[src/rtl/dmem_access_ctrl_if.sv]
// Pipeline-side request/stall handshake plus the byte-wide data memory port of dmem_access_ctrl.
// The slave modport is the controller's view; the master modport is the pipeline/memory side.
interface dmem_access_ctrl_if #(
    parameter int ADDR_W = 8
);
    logic              req;
    logic [5:0]        opcode;
    logic [31:0]       addr;
    logic [31:0]       wdata;
    logic              busy;
    logic              done;
    logic              err;
    logic [31:0]       rdata;
    logic [ADDR_W-1:0] mem_addr;
    logic              mem_we;
    logic [7:0]        mem_wdata;
    logic [7:0]        mem_rdata;

    modport slave (
        input  req, opcode, addr, wdata, mem_rdata,
        output busy, done, err, rdata, mem_addr, mem_we, mem_wdata
    );

    modport master (
        output req, opcode, addr, wdata, mem_rdata,
        input  busy, done, err, rdata, mem_addr, mem_we, mem_wdata
    );
endinterface

[src/rtl/dmem_access_ctrl.sv]
// Sequences MIPS loads/stores onto a byte-wide data memory, one byte per cycle, big-endian,
// returning sign/zero-extended load data and flagging misaligned or unsupported requests.
module dmem_access_ctrl #(
    parameter int ADDR_W = 8
) (
    input  logic              clk,
    input  logic              rst_n,
    dmem_access_ctrl_if.slave bus
);
    localparam logic [5:0] OP_LB  = 6'b100000;
    localparam logic [5:0] OP_LH  = 6'b100001;
    localparam logic [5:0] OP_LW  = 6'b100011;
    localparam logic [5:0] OP_LBU = 6'b100100;
    localparam logic [5:0] OP_LHU = 6'b100101;
    localparam logic [5:0] OP_SB  = 6'b101000;
    localparam logic [5:0] OP_SH  = 6'b101001;
    localparam logic [5:0] OP_SW  = 6'b101011;

    typedef enum logic [1:0] {IDLE, XFER, DONE} state_t;

    state_t            state;
    logic [5:0]        op_q;
    logic              store_q;
    logic [1:0]        idx_q;
    logic [1:0]        last_q;
    logic [31:0]       sdata_q;
    logic [23:0]       acc_q;
    logic              busy_q;
    logic              done_q;
    logic              err_q;
    logic [31:0]       rdata_q;
    logic [ADDR_W-1:0] mem_addr_q;
    logic              mem_we_q;
    logic [7:0]        mem_wdata_q;

    logic              req_ok;
    logic              req_store;
    logic [1:0]        req_last;
    logic [31:0]       req_sdata;
    logic [31:0]       full;
    logic [31:0]       ext;
    logic              unused_addr_bits;

    assign unused_addr_bits = ^bus.addr[31:ADDR_W];

    // Store data is pre-aligned so the first byte to send always sits in bits [31:24].
    always_comb begin
        req_ok    = 1'b1;
        req_store = 1'b0;
        req_last  = 2'd0;
        req_sdata = bus.wdata << 24;
        case (bus.opcode)
            OP_LB, OP_LBU: begin
            end
            OP_LH, OP_LHU: begin
                req_last = 2'd1;
                req_ok   = ~bus.addr[0];
            end
            OP_LW: begin
                req_last = 2'd3;
                req_ok   = (bus.addr[1:0] == 2'b00);
            end
            OP_SB: begin
                req_store = 1'b1;
            end
            OP_SH: begin
                req_store = 1'b1;
                req_last  = 2'd1;
                req_sdata = bus.wdata << 16;
                req_ok    = ~bus.addr[0];
            end
            OP_SW: begin
                req_store = 1'b1;
                req_last  = 2'd3;
                req_sdata = bus.wdata;
                req_ok    = (bus.addr[1:0] == 2'b00);
            end
            default: req_ok = 1'b0;
        endcase
    end

    assign full = {acc_q, bus.mem_rdata};

    always_comb begin
        case (op_q)
            OP_LB:   ext = {{24{full[7]}}, full[7:0]};
            OP_LH:   ext = {{16{full[15]}}, full[15:0]};
            OP_LBU:  ext = {24'd0, full[7:0]};
            OP_LHU:  ext = {16'd0, full[15:0]};
            default: ext = full;
        endcase
    end

    always_ff @(posedge clk or negedge rst_n) begin
        if (!rst_n) begin
            state       <= IDLE;
            op_q        <= 6'd0;
            store_q     <= 1'b0;
            idx_q       <= 2'd0;
            last_q      <= 2'd0;
            sdata_q     <= 32'd0;
            acc_q       <= 24'd0;
            busy_q      <= 1'b0;
            done_q      <= 1'b0;
            err_q       <= 1'b0;
            rdata_q     <= 32'd0;
            mem_addr_q  <= '0;
            mem_we_q    <= 1'b0;
            mem_wdata_q <= 8'd0;
        end else begin
            done_q <= 1'b0;
            err_q  <= 1'b0;
            case (state)
                // DONE accepts like IDLE so back-to-back requests need no idle gap.
                IDLE, DONE: begin
                    if (bus.req && req_ok) begin
                        state       <= XFER;
                        busy_q      <= 1'b1;
                        op_q        <= bus.opcode;
                        store_q     <= req_store;
                        last_q      <= req_last;
                        idx_q       <= 2'd0;
                        acc_q       <= 24'd0;
                        mem_addr_q  <= bus.addr[ADDR_W-1:0];
                        mem_we_q    <= req_store;
                        mem_wdata_q <= req_sdata[31:24];
                        sdata_q     <= req_sdata << 8;
                    end else begin
                        state  <= IDLE;
                        busy_q <= 1'b0;
                        err_q  <= bus.req;
                    end
                end
                XFER: begin
                    acc_q <= full[23:0];
                    if (idx_q == last_q) begin
                        state    <= DONE;
                        done_q   <= 1'b1;
                        mem_we_q <= 1'b0;
                        if (!store_q) begin
                            rdata_q <= ext;
                        end
                    end else begin
                        idx_q       <= idx_q + 2'd1;
                        mem_addr_q  <= mem_addr_q + ADDR_W'(1);
                        mem_wdata_q <= sdata_q[31:24];
                        sdata_q     <= sdata_q << 8;
                    end
                end
                default: begin
                    state    <= IDLE;
                    busy_q   <= 1'b0;
                    mem_we_q <= 1'b0;
                end
            endcase
        end
    end

    assign bus.busy      = busy_q;
    assign bus.done      = done_q;
    assign bus.err       = err_q;
    assign bus.rdata     = rdata_q;
    assign bus.mem_addr  = mem_addr_q;
    assign bus.mem_we    = mem_we_q;
    assign bus.mem_wdata = mem_wdata_q;
endmodule

[src/flat_wrapper.sv]
// flat-port wrapper written by rule: the top's interface ports become plain ports
module dmem_access_ctrl_flat 
#(
    parameter int ADDR_W = 8
)
  (clk, rst_n, bus_req, bus_opcode, bus_addr, bus_wdata, bus_mem_rdata, bus_busy, bus_done, bus_err, bus_rdata, bus_mem_addr, bus_mem_we, bus_mem_wdata);
  dmem_access_ctrl_if #(.ADDR_W(ADDR_W)) bus_i ();
  input  logic clk;
  input  logic rst_n;
  input wire logic [$bits(bus_i.req)-1:0] bus_req;
  input wire logic [$bits(bus_i.opcode)-1:0] bus_opcode;
  input wire logic [$bits(bus_i.addr)-1:0] bus_addr;
  input wire logic [$bits(bus_i.wdata)-1:0] bus_wdata;
  input wire logic [$bits(bus_i.mem_rdata)-1:0] bus_mem_rdata;
  output wire logic [$bits(bus_i.busy)-1:0] bus_busy;
  output wire logic [$bits(bus_i.done)-1:0] bus_done;
  output wire logic [$bits(bus_i.err)-1:0] bus_err;
  output wire logic [$bits(bus_i.rdata)-1:0] bus_rdata;
  output wire logic [$bits(bus_i.mem_addr)-1:0] bus_mem_addr;
  output wire logic [$bits(bus_i.mem_we)-1:0] bus_mem_we;
  output wire logic [$bits(bus_i.mem_wdata)-1:0] bus_mem_wdata;
  assign bus_i.req = bus_req;
  assign bus_i.opcode = bus_opcode;
  assign bus_i.addr = bus_addr;
  assign bus_i.wdata = bus_wdata;
  assign bus_i.mem_rdata = bus_mem_rdata;
  assign bus_busy = bus_i.busy;
  assign bus_done = bus_i.done;
  assign bus_err = bus_i.err;
  assign bus_rdata = bus_i.rdata;
  assign bus_mem_addr = bus_i.mem_addr;
  assign bus_mem_we = bus_i.mem_we;
  assign bus_mem_wdata = bus_i.mem_wdata;
  dmem_access_ctrl #(.ADDR_W(ADDR_W)) u_core (.clk(clk), .rst_n(rst_n), .bus(bus_i));
endmodule
[config.mk]
export PLATFORM = sky130hd
export DESIGN_NAME = dmem_access_ctrl_flat
export DESIGN_NICKNAME = d
export VERILOG_FILES = /design/src/rtl/dmem_access_ctrl_if.sv /design/src/rtl/dmem_access_ctrl.sv /design/src/flat_wrapper.sv
export SDC_FILE = /design/constraint.sdc
export NUM_CORES = 1
export LEC_CHECK = 0
export ABC_AREA = 1
export ABC_CLOCK_PERIOD_IN_PS = 1600
export CAP_MARGIN = 20
export CORE_MARGIN = 5
export CORE_UTILIZATION = 50
export CTS_BUF_LIST = sky130_fd_sc_hd__clkbuf_8
export CTS_CLUSTER_SIZE = 28
export DETAILED_ROUTE_END_ITERATION = 8
export PLACE_DENSITY = 0.8
export REMOVE_ABC_BUFFERS = 1
export SLEW_MARGIN = 30
export SYNTH_ARGS = -nofsm -noshare
export SYNTH_HDL_FRONTEND = slang
export SYNTH_SLANG_ARGS = --single-unit
[constraint.sdc]
create_clock -name clk -period 1.6 [get_ports clk]
set_input_delay 0.24 -clock clk [delete_from_list [all_inputs] [get_ports clk]]
set_output_delay 0.24 -clock clk [all_outputs]
set_load 0.02 [all_outputs]
## After elaboration in Yosys (flattened, before gate mapping)

Cells that the tools add are included.

- Bitwise gates (word level): 2
- Muxes and demuxes: 31
- Add/subtract/negate cells: 2
- Eq/ne operators: 18
- Reductions and logical operators: 14

Operators with widths:

| cell | number |
|---|---|
| $pmux 32 s2 | 2 |
| $pmux 32 s4 | 1 |
| $eq 6x6->1 const B | 12 |
| $mux 32 | 2 |
| $pmux 24 s2 | 1 |
| $mux 8 | 4 |
| $pmux 8 s2 | 2 |
| $mux 24 | 1 |
| $pmux 2 s2 | 3 |
| $mux 1 | 9 |
| $reduce_or 3->1 | 3 |
| $add 8x1->8 const B | 1 |
| $mux 2 | 3 |
| $reduce_and 2->1 | 3 |
| $reduce_and 3->1 | 2 |
| $logic_not 2->1 | 2 |
| $ne 2x1->1 const B | 2 |
| $pmux 1 s2 | 2 |
| $reduce_or 2->1 | 2 |
| $pmux 1 s3 | 1 |
| $add 2x1->2 const B | 1 |
| $eq 2x1->1 const B | 1 |
| $eq 2x2->1 | 1 |
| $eq 2x2->1 const B | 1 |
| 4 further kinds | 5 |

- Logic and storage cells: 81
- Bits in registers: 121
- Output and inout port bits: 52
- Input port bits: 81

## Depth between registers and ports, before layout

- Word-level depth: 6
- Depth in mapped cells: 11
- Gate-level depth less buffers: 11

## Worst setup path before layout

OpenSTA, ideal clock, no wires.

- Path type: reg-to-reg
- Start point: register u_core.idx_q[0]
- End point: register u_core.rdata_q[10], in the netlist u_core.bus.rdata[10]
- Path slack: 0.178 ns
- Cell stages (with the launch flop): 8
- Data arrival time: 1.302 ns
- Library setup time: 0.120 ns
- Period minus slack after synthesis: 1.422 ns
- Path buffers: 1
- Required time: 1.480 ns
- Cells stage by stage: dfrtp_1 xnor2_1 nand2_2 nor3_4 buf_4 nand2_2 o21ai_0 inv_1

- Cells in the longest elaborated chain, start to end: 2

RTL lines:

| element | line | text |
|---|---|---|
| start: declaration | dmem_access_ctrl.sv:24 | `logic [1:0] idx_q;` |
| start signal: assignment | dmem_access_ctrl.sv:144 | `idx_q <= idx_q + 2'd1;` |
| $eq 2x2->1 | dmem_access_ctrl.sv:136 | `if (idx_q == last_q) begin` |
| $reduce_and 3->1 (no line) | n/a |  |
| end signal: assignment | dmem_access_ctrl.sv:141 | `rdata_q <= ext;` |
| end: declaration | dmem_access_ctrl.sv:31 | `logic [31:0] rdata_q;` |

Every way passes these cells.
A chain may end at the register's enable or synchronous reset.

## Worst setup path in the final report

- Start point: register u_core.last_q[1]
- End point: register u_core.rdata_q[10], in the netlist u_core.bus.rdata[10]

- Cells in the longest elaborated chain, start to end: 2

RTL lines:

| element | line | text |
|---|---|---|
| start: declaration | dmem_access_ctrl.sv:25 | `logic [1:0] last_q;` |
| start signal: assignment | dmem_access_ctrl.sv:121 | `last_q <= req_last;` |
| $eq 2x2->1 | dmem_access_ctrl.sv:136 |  |
| $reduce_and 3->1 (no line) | n/a |  |

Every way passes these cells.

==> metrics <==
Reg clk slew, reported paths 0.07 ns; WP data required 1.92 ns; largest net degree at the start of global routing 114; number of cells after detailed placement 962; ys async rst share 100%; vias in the first global route 5115; hold endpoint u_core.op_q[0]; Via Count 5200; Total GRT Usage 22.8%; Synth area leaders dfrtp_1, nand2_1, o21ai_0, nand3_1, inv_1; Distinct cells, synth 31; fin. max-slew vios 0; FF-to-FF Start u_core.last_q[1]; xor/xnor share of the synthesized area 0.481%; WL met1 6000 um; CP max-delay cell dfrtp_1; Yosys reg bits 113; crit-path max FO 15; P_leak 3.86 nW; met3 WL 1030 um; clk sink count 113; R2R setup slack 0.04 ns; WP buf/inv 3; Critical Path AT 1.88 ns; RD Place Congestion 0.897; Avg Cell Area, Syn 7.72 sq um; area grow syn2layout 36.2%; row count 38; CP Launch Type flip-flop; proportion of synthesized area in mux cells 0%; htree depth 4; vias per cell 5.19; R2R cell count 8; largest family of logic cells by synthesized area simple AND/OR/NAND/NOR gates; first-pass GRT wire length 24100 um; top layer in use met4; critical path type flip-flop to flip-flop; worst hold start bus_opcode[0]; count leader, synth nand2_1; PortBufs 108; Synth Flop Type dfrtp_1; Layout Cells excl Fill 1001; simple-gate portion of the synthesized area 30.4%; Worst slew margin 59.9%; DRC 0; status finished, final reports clean; layout cells sized above 1 12.2%; final setup fails 0; f_max 642 MHz; met2 WL post-DR 7160 um; critical path's largest stage delay 0.42 ns; worst path cell trace xnor2_2, nand2_2, nor3_4, buf_4, buf_6, or2_2, o21ai_1, inv_1; setup slack after layout 0.0433 ns; cell taking the most area after synthesis dfrtp_1; sequential area share after synthesis 51.8%; Setup Skew 0.0103 ns; drt first pass iters 5; Setup WS pre-CTS -0.347 ns; CTS tree yes; Tcrit/Tclk final 97.3%; Post-Synth Adder-Cell Area 0.229%; cell count after synthesis 707; compound-cell area share of the yosys netlist 8.50%; Crit path max-delay family simple AND/OR/NAND/NOR gates; clock buffer depth 2; Power Density 1510 mW/mm^2; Worst R2R End u_core.bus.rdata[10]; fillers 830; Initial Utilization 50.6%; final critical-path required period 1.56 ns; worst slew pin tran 0.601 ns; grt ovf 0; worst min path class input port to flip-flop; initial antenna violation count 0; Max Cap Viol 0; final WL 14300 um; crit end category flip-flop; chip height 115 um; Die X-Extent 115 um; Max IR drop VDD 815 uV; antenna-violating nets left 0; Yosys warnings 0; worst skew pair latency 0.43 ns; top cell type's share of synthesized area 51.8%; CTS Root Cell clkbuf_8; ANT cells 0; TritonCTS Buffers 17; fin nets 930; most instantiated cells after synthesis nand2_1, dfrtp_1, inv_1; Core Region 0.0108 sq mm; final hold violations 0; hold path cells 4; DRT iter0 DRCs 408; wire length per cell 14.3 um; die footprint 0.0131 sq mm; Cell Area, Synth 0.00546 sq mm; EDFF count, synth 0; HPWL Detailed 9710 um; io pins 133
how the worst max path moves through the flow:
| stage | startpoint | to | cells past startpoint |
|---|---|---|---|
| after floorplan | u_core.state[0] | u_core.bus.rdata[7] | 7 |
| after global placement | bus_opcode[1] | u_core.sdata_q[12] | 11 |
| after detailed placement | bus_opcode[1] | u_core.sdata_q[8] | 11 |
| after CTS | u_core.idx_q[1] | u_core.bus.rdata[8] | 8 |
| after global routing | u_core.last_q[1] | u_core.bus.rdata[17] | 7 |
| final | u_core.last_q[1] | u_core.bus.rdata[10] | 8 |
placed cells by master (no fill, tap or decap), drive strengths merged, types with 2 or more instances in the layout:
cell,n
bufinv,3
a21oi,3
clkdlybuf4s50,52
nand4,9
dlygate4sd2,52
buf,46
clkinv,5
nor3,5
xnor2,2
dfrtp,113
nand2,262
clkinvlp,3
clkbuf,19
o31ai,2
inv,79
o21ai,84
or2,7
nand3,61
nor2,46
dlymetal6s2s,3
layout make-up:
cell class / instances / area (sq um) / area share [%]
repair buffers: 155 / 1560 / 20.9
clock buffers: 18 / 248 / 3.33
multi-input cells: 485 / 2200 / 29.6
well taps: 140 / 175 / 2.35
flip-flops and latches: 113 / 2830 / 38.0
inverters: 76 / 285 / 3.84
clock inverters: 14 / 149 / 2.00
through the flow:
stage | instance area, sq um | hold slack [ns] | total power, W | TNS (ns) | util [%]
after floorplan | 5270 | -0.0556 | 0.00670 | -73.94 | -
after global placement | 6980 | 0.365 | 0.00877 | -16.32 | 64.7
after detailed placement | 6980 | 0.369 | 0.00896 | -20.18 | 64.7
after CTS | 7340 | 0.380 | 0.0112 | 0 | 68.0
after global routing | 7440 | 0.279 | 0.0120 | -0.183 | 68.9
final | 7440 | 0.266 | 0.0113 | 0 | 68.9
sequential cells by signal, summed over array words and instances (netlist names):
signal and flops:
u_core.state 2, u_core.bus.busy 1, u_core.idx_q 2, u_core.last_q 2, u_core.bus.done 1, u_core.bus.err 1, u_core.bus.mem_addr 8, u_core.bus.rdata 32
u_core.sdata_q 24, u_core.bus.mem_wdata 8, u_core.bus.mem_we 1, u_core.store_q 1, u_core.op_q 6, u_core.acc_q 24
per-layer routing:
layer	vias to the layer above	GRT usage, %
li1	2499	-
met1	2475	29.8
met2	209	37.0
met3	17	6.08
met4	0	7.60
met5	-	0
worst register-to-register path: cells and delay by family, from the launching register on:
| family | cells | cell delay (ns) |
|---|---|---|
| compound gates | 1 | 0.09 |
| buf+inv | 3 | 0.36 |
| simple gates | 3 | 0.43 |
| flops | 1 | 0.42 |
| xor+xnor | 1 | 0.16 |
repair_timing:
action	4_1_cts	5_1_grt
pin swaps	1	2
endpoints found under the setup margin	57	68
setup buffers	2	3
hold buffers	1	0
gates cloned	0	1
endpoints found under the hold margin	113	0
gates resized for setup	54	17
logic make-up (layout without fill, tap and decap cells):
logic type	Yosys count	in the layout
AND/OR/NAND/NOR	390	390
flip-flops	113	113
buffers and inverters	109	263
AO/OA/AOI/OAI	91	91
XOR/XNOR	3	3
adder cells (fa/ha/maj)	1	1
power breakdown:
group,switching (W),total (W),internal [W]
sequential,0.000623,0.00450,0.00387
combinational,0.00244,0.00407,0.00163
clock,0.00114,0.00269,0.00155
(Power assumes the default switching activity.)
